===== src/rtl/mips_multicycle_ctrl.sv =====
// Multicycle MIPS control FSM: sequences a shared-memory datapath one step per clock,
// counts retired instructions and flags illegal encodings.
// Optional feature macro: MC_MEM_WAIT_EN (FETCH/MEMRD/MEMWR stall until mem_ready).
module mips_multicycle_ctrl #(
  parameter int unsigned CNT_W        = 16,
  parameter bit          ILLEGAL_HALT = 1'b0
) (
  input  logic             clk,
  input  logic             arst_n,
  input  logic [5:0]       op_code,
  input  logic [5:0]       funct,
  input  logic             zero,
  input  logic             mem_ready,
  output logic             pc_en,
  output logic             ir_write,
  output logic             i_or_d,
  output logic             mem_write,
  output logic             reg_write,
  output logic             reg_dest,
  output logic             mem_to_reg,
  output logic             alu_src_a,
  output logic [1:0]       alu_src_b,
  output logic [2:0]       alu_control,
  output logic [1:0]       pc_src,
  output logic             illegal,
  output logic             halted,
  output logic [3:0]       state_o,
  output logic [CNT_W-1:0] instr_count
);

  typedef enum logic [3:0] {
    StFetch    = 4'd0,
    StDecode   = 4'd1,
    StMemAdr   = 4'd2,
    StMemRd    = 4'd3,
    StMemWb    = 4'd4,
    StMemWr    = 4'd5,
    StExecute  = 4'd6,
    StAluWb    = 4'd7,
    StBranch   = 4'd8,
    StAddiExec = 4'd9,
    StAddiWb   = 4'd10,
    StJump     = 4'd11,
    StRst      = 4'd12,
    StHalt     = 4'd13
  } state_e;

  localparam logic [5:0] OpRtype = 6'b000000;
  localparam logic [5:0] OpLw    = 6'b100011;
  localparam logic [5:0] OpSw    = 6'b101011;
  localparam logic [5:0] OpBeq   = 6'b000100;
  localparam logic [5:0] OpAddi  = 6'b001000;
  localparam logic [5:0] OpJ     = 6'b000010;

  localparam logic [2:0] AluAdd = 3'b010;
  localparam logic [2:0] AluSub = 3'b110;
  localparam logic [2:0] AluAnd = 3'b000;
  localparam logic [2:0] AluOr  = 3'b001;
  localparam logic [2:0] AluSlt = 3'b111;

  state_e           state_q, state_d;
  logic [CNT_W-1:0] count_q;
  logic             retire;
  logic             mem_ok;
  logic             rtype_legal;
  logic [2:0]       rtype_alu;

`ifdef MC_MEM_WAIT_EN
  assign mem_ok = mem_ready;
`else
  // Without wait states every memory access completes in one cycle.
  logic unused_mem_ready;
  assign unused_mem_ready = mem_ready;
  assign mem_ok           = 1'b1;
`endif

  // Decode funct into ALU operation and legality for R-type instructions.
  always_comb begin
    rtype_legal = 1'b1;
    rtype_alu   = AluAdd;
    case (funct)
      6'b100000: rtype_alu = AluAdd;
      6'b100010: rtype_alu = AluSub;
      6'b100100: rtype_alu = AluAnd;
      6'b100101: rtype_alu = AluOr;
      6'b101010: rtype_alu = AluSlt;
      default: begin
        rtype_legal = 1'b0;
        rtype_alu   = AluAdd;
      end
    endcase
  end

  // State register and retired-instruction counter.
  always_ff @(posedge clk or negedge arst_n) begin
    if (!arst_n) begin
      state_q <= StRst;
      count_q <= '0;
    end else begin
      state_q <= state_d;
      if (retire) begin
        count_q <= count_q + CNT_W'(1);
      end
    end
  end

  // Next-state logic and Moore outputs decoded from the current state.
  always_comb begin
    state_d     = state_q;
    retire      = 1'b0;
    pc_en       = 1'b0;
    ir_write    = 1'b0;
    i_or_d      = 1'b0;
    mem_write   = 1'b0;
    reg_write   = 1'b0;
    reg_dest    = 1'b0;
    mem_to_reg  = 1'b0;
    alu_src_a   = 1'b0;
    alu_src_b   = 2'b00;
    alu_control = 3'b000;
    pc_src      = 2'b00;
    illegal     = 1'b0;
    halted      = 1'b0;
    case (state_q)
      StRst: state_d = StFetch;
      StFetch: begin
        ir_write    = mem_ok;
        pc_en       = mem_ok;
        alu_src_b   = 2'b01;
        alu_control = AluAdd;
        if (mem_ok) state_d = StDecode;
      end
      StDecode: begin
        // Branch target is precomputed here while the opcode is decoded.
        alu_src_b   = 2'b11;
        alu_control = AluAdd;
        if ((op_code == OpLw) || (op_code == OpSw)) begin
          state_d = StMemAdr;
        end else if ((op_code == OpRtype) && rtype_legal) begin
          state_d = StExecute;
        end else if (op_code == OpBeq) begin
          state_d = StBranch;
        end else if (op_code == OpAddi) begin
          state_d = StAddiExec;
        end else if (op_code == OpJ) begin
          state_d = StJump;
        end else begin
          illegal = 1'b1;
          state_d = ILLEGAL_HALT ? StHalt : StFetch;
        end
      end
      StMemAdr: begin
        alu_src_a   = 1'b1;
        alu_src_b   = 2'b10;
        alu_control = AluAdd;
        state_d     = (op_code == OpSw) ? StMemWr : StMemRd;
      end
      StMemRd: begin
        i_or_d = 1'b1;
        if (mem_ok) state_d = StMemWb;
      end
      StMemWb: begin
        mem_to_reg = 1'b1;
        reg_write  = 1'b1;
        retire     = 1'b1;
        state_d    = StFetch;
      end
      StMemWr: begin
        i_or_d    = 1'b1;
        mem_write = mem_ok;
        if (mem_ok) begin
          retire  = 1'b1;
          state_d = StFetch;
        end
      end
      StExecute: begin
        alu_src_a   = 1'b1;
        alu_control = rtype_alu;
        state_d     = StAluWb;
      end
      StAluWb: begin
        reg_dest  = 1'b1;
        reg_write = 1'b1;
        retire    = 1'b1;
        state_d   = StFetch;
      end
      StBranch: begin
        alu_src_a   = 1'b1;
        alu_control = AluSub;
        pc_src      = 2'b01;
        pc_en       = zero;
        retire      = 1'b1;
        state_d     = StFetch;
      end
      StAddiExec: begin
        alu_src_a   = 1'b1;
        alu_src_b   = 2'b10;
        alu_control = AluAdd;
        state_d     = StAddiWb;
      end
      StAddiWb: begin
        reg_write = 1'b1;
        retire    = 1'b1;
        state_d   = StFetch;
      end
      StJump: begin
        pc_src  = 2'b10;
        pc_en   = 1'b1;
        retire  = 1'b1;
        state_d = StFetch;
      end
      StHalt: halted = 1'b1;
      default: state_d = StFetch;
    endcase
  end

  assign state_o     = state_q;
  assign instr_count = count_q;

endmodule


===== config.mk =====
export PLATFORM = sky130hd
export DESIGN_NAME = mips_multicycle_ctrl
export DESIGN_NICKNAME = d
export VERILOG_FILES = /design/src/rtl/mips_multicycle_ctrl.sv
export SDC_FILE = /design/constraint.sdc
export NUM_CORES = 1
export LEC_CHECK = 0
export CORE_MARGIN = 2
export CORE_UTILIZATION = 30
export CTS_CLUSTER_SIZE = 10
export DETAILED_ROUTE_END_ITERATION = 8
export SLEW_MARGIN = 10
export SYNTH_ARGS = -nofsm -noshare
export SYNTH_HDL_FRONTEND = slang
export SYNTH_SLANG_ARGS = --single-unit

===== constraint.sdc =====
create_clock -name clk -period 2.1 [get_ports clk]
set_input_delay 0.21 -clock clk [delete_from_list [all_inputs] [get_ports clk]]
set_output_delay 0.21 -clock clk [all_outputs]
set_load 0.02 [all_outputs]

==> impl_metrics.tcl <==
set metrics [dict create \
    insertion_delay_ps 260 \
    ys_ff_latch 20 \
    die_w_um 72.41 \
    first_iter_violations 69 \
    nNetsFinal 257 \
    power_density_nw_per_um2 896.5 \
    wl_per_cell_um 12.81 \
    yosysSeqAreaShare 0.3583 \
    track_usage 0.1470 \
    hold_viol 0 \
    clk_pin_slew_ps 80 \
    syn_inst 159 \
    critical-path-max-stage-delay_ps 590 \
    worstPathCellList "or2b_4, o32a_1, nor2_1, or4_4, buf_6" \
    cts_tree "built" \
    port_buffers 51 \
    antenna_cells 0 \
    hp-class "primary input to async pin" \
    required_ps 1890 \
    yosysWarnings 0 \
    synth_area_leaders "dfrtp_1 32%, xnor2_1 8.1%, nand4_1 4.0%, dfstp_2 3.7%, nor2_1 3.5%" \
    worst_ir_drop_vdd_uv 745.6 \
    syn_area_per_cell_um2 8.829 \
    dp_hpwl_um 2959 \
    cts_root_buf "clkbuf_8" \
    critPathKind "register to output port" \
    timing.hold.ws_ps 262.6 \
    period_needed_ps 2025 \
    antenna_found_initial 0 \
    synth_top_area_cell "dfrtp_1" \
    worst_slew_pin_slew_ps 457.8 \
    critical_path_arrival_ps 1820 \
    synth_top_area_frac 0.3209 \
    outcome "finished, final reports clean" \
    synth_most_common_cell "dfrtp_1" \
    firstDrtPassIters 4 \
    slowest_stage "dfstp_2" \
    path_max_fanout 5 \
    numClockSinks 20 \
    maxCapViolCount 0 \
    synth-main-ff-cell "dfrtp_1" \
    fmax_mhz 493.8 \
    async_reset_ff_frac 1.000 \
    vias 1446 \
    fp.dieH_um 72.41 \
    synth_nets 176 \
    p_leak_nw 0.9887 \
    clockBufferDepth 2 \
    drtAntennaViolNets 0 \
    cts_max_level 1 \
    io_pins 53 \
    fillerInstances 446 \
    totalWireLength_um 3729 \
    syn_area_um2 1404 \
    start_util 0.3159 \
    finClkSkew_ps 4.926 \
    placed_cells 286 \
    setup_violations 0 \
    dieArea_um2 5242 \
    grt.overflow.total 0 \
    grt_first_pass_wirelength_um 6237 \
    grt_pass1_vias 1389 \
    max-slew-margin-rel 0.6938 \
    slew_viol_final 0 \
    drc 0 \
    numCtsBuffers 3 \
    min_period_over_period 0.9643 \
    post_drt_via_cell_ratio 4.969 \
    multiInputGateArea_um2 832.0 \
    gp_congestion 0.8157 \
    endpoint_kind "output port" \
    dp_slack_ps -157.9 \
    synth_edf_count 0 \
    setup_tns_ps 0 \
    regArea_um2 503.0 \
    fp-row-count 24 \
    grt_start_max_net_pins 17 \
    fp.coreArea_um2 4444 \
    worstSetupStartpointType "register" \
    yosys.cell_types.count 50 \
    syn_to_final_growth_pct 58.73 \
    layout-drive-gt1-share 0.2176 \
    synthTopCellsByCount "18 x dfrtp_1, 13 x nor2_1, 13 x xnor2_1" \
    finalWorstSetupSlack_ps 74.93 \
    stdcell_count 291 \
]
[report_power, final]
part           internal (W)  switching [W]  leakage, nW
clock network      0.000167       0.000128       0.0288
logic              0.000579       0.000625        0.693
registers          0.000436      0.0000625        0.267
[cells by family after synthesis]
family | synth area share
buffers and inverters | 0.05704
DFF | 0.3583
and+or+nand+nor | 0.3155
muxes | 0.01515
AOI/OAI and AO/OA | 0.1328
xor gates and xnor gates | 0.1123
adders and majority gates | 0.008911
[critical path: cells and delay by family, from the launching register on]
kind / cells / cell delay [ps]
and+or+nand+nor: 3 / 680
AOI/OAI and AO/OA: 1 / 140
DFF: 1 / 590
buffers and inverters: 1 / 150
[layout by cell type, fill, tap and decap left out, types with 2 or more instances in the layout]
master	synthesis	layout
xnor2_1	13	13
dlygate4sd2_1	0	8
clkdlybuf4s50_1	0	36
clkbuf_8	0	4
nand4_1	9	9
dlymetal6s2s_1	0	2
nand2b_1	4	3
nand3_1	7	7
nor2_1	13	13
o22ai_1	3	3
nor3_1	7	7
nand2_1	11	11
clkbuf_2	2	3
nor3b_1	2	2
and3_1	4	4
o211ai_1	2	2
o21ai_0	8	8
inv_1	5	5
dfrtp_1	18	18
nor4_1	3	3
xor2_1	5	5
and4_1	2	2
buf_4	1	35
and4b_1	2	2
a21oi_1	3	3
dfstp_2	2	2
nor2b_1	3	3
[final timing paths]
path                                             startpoint                          end  slack [ps]  depth (start not counted)
worst max register to register       state_o[3]$_DFFE_PN1N_   instr_count[9]$_DFFE_PN0P_         220                          5
max in group asynchronous                            arst_n   instr_count[4]$_DFFE_PN0P_        1320                          2
worst min-delay path                                 arst_n   instr_count[9]$_DFFE_PN0P_         260                          1
worst max-delay path                 state_o[2]$_DFFE_PN1N_               alu_control[1]          70                          5
worst min register to register  instr_count[15]$_DFFE_PN0P_  instr_count[15]$_DFFE_PN0P_         470                          1
min in group clk                instr_count[15]$_DFFE_PN0P_  instr_count[15]$_DFFE_PN0P_         470                          1
[routing by layer]
layer  vias to the layer above  global-route usage  routed length (um)  share of wire
li1                        739                   -                   -              -
met1                       662              0.1915                1659           0.44
met2                        40              0.2548                1849           0.50
met3                         5             0.02222                 185          0.050
met4                         0             0.03704                  35         0.0094
met5                         -                   0                   0              0
[flip-flops by register name, summed over array words and instances (netlist names)]
name,cells
instr_count,16
state_o,4
[layout make-up]
| class | instances | area share |
|---|---|---|
| repair buffers | 86 | 0.3386 |
| clock buffers | 4 | 0.02471 |
| multi-input cells | 124 | 0.3734 |
| flip-flops and latches | 20 | 0.2257 |
| inverters | 5 | 0.008422 |
| well taps | 52 | 0.02920 |
[repair_timing]
action                     4_1_cts  5_1_grt
setup buffers                    0        1
gates resized for setup         16       13
hold buffers                     0        0
setup endpoints to repair       13        7
[per-stage QoR]
stage	utilization	total power (W)	cell area [um2]
2_1_floorplan	-	0.001165	1404
3_3_place_gp	0.4890	0.001736	2173
3_5_place_dp	0.4890	0.001730	2173
4_1_cts	0.4969	0.001967	2208
5_1_grt	0.5014	0.002137	2228
6_report	0.5014	0.001998	2228
Power figures use the tool's default switching activity.
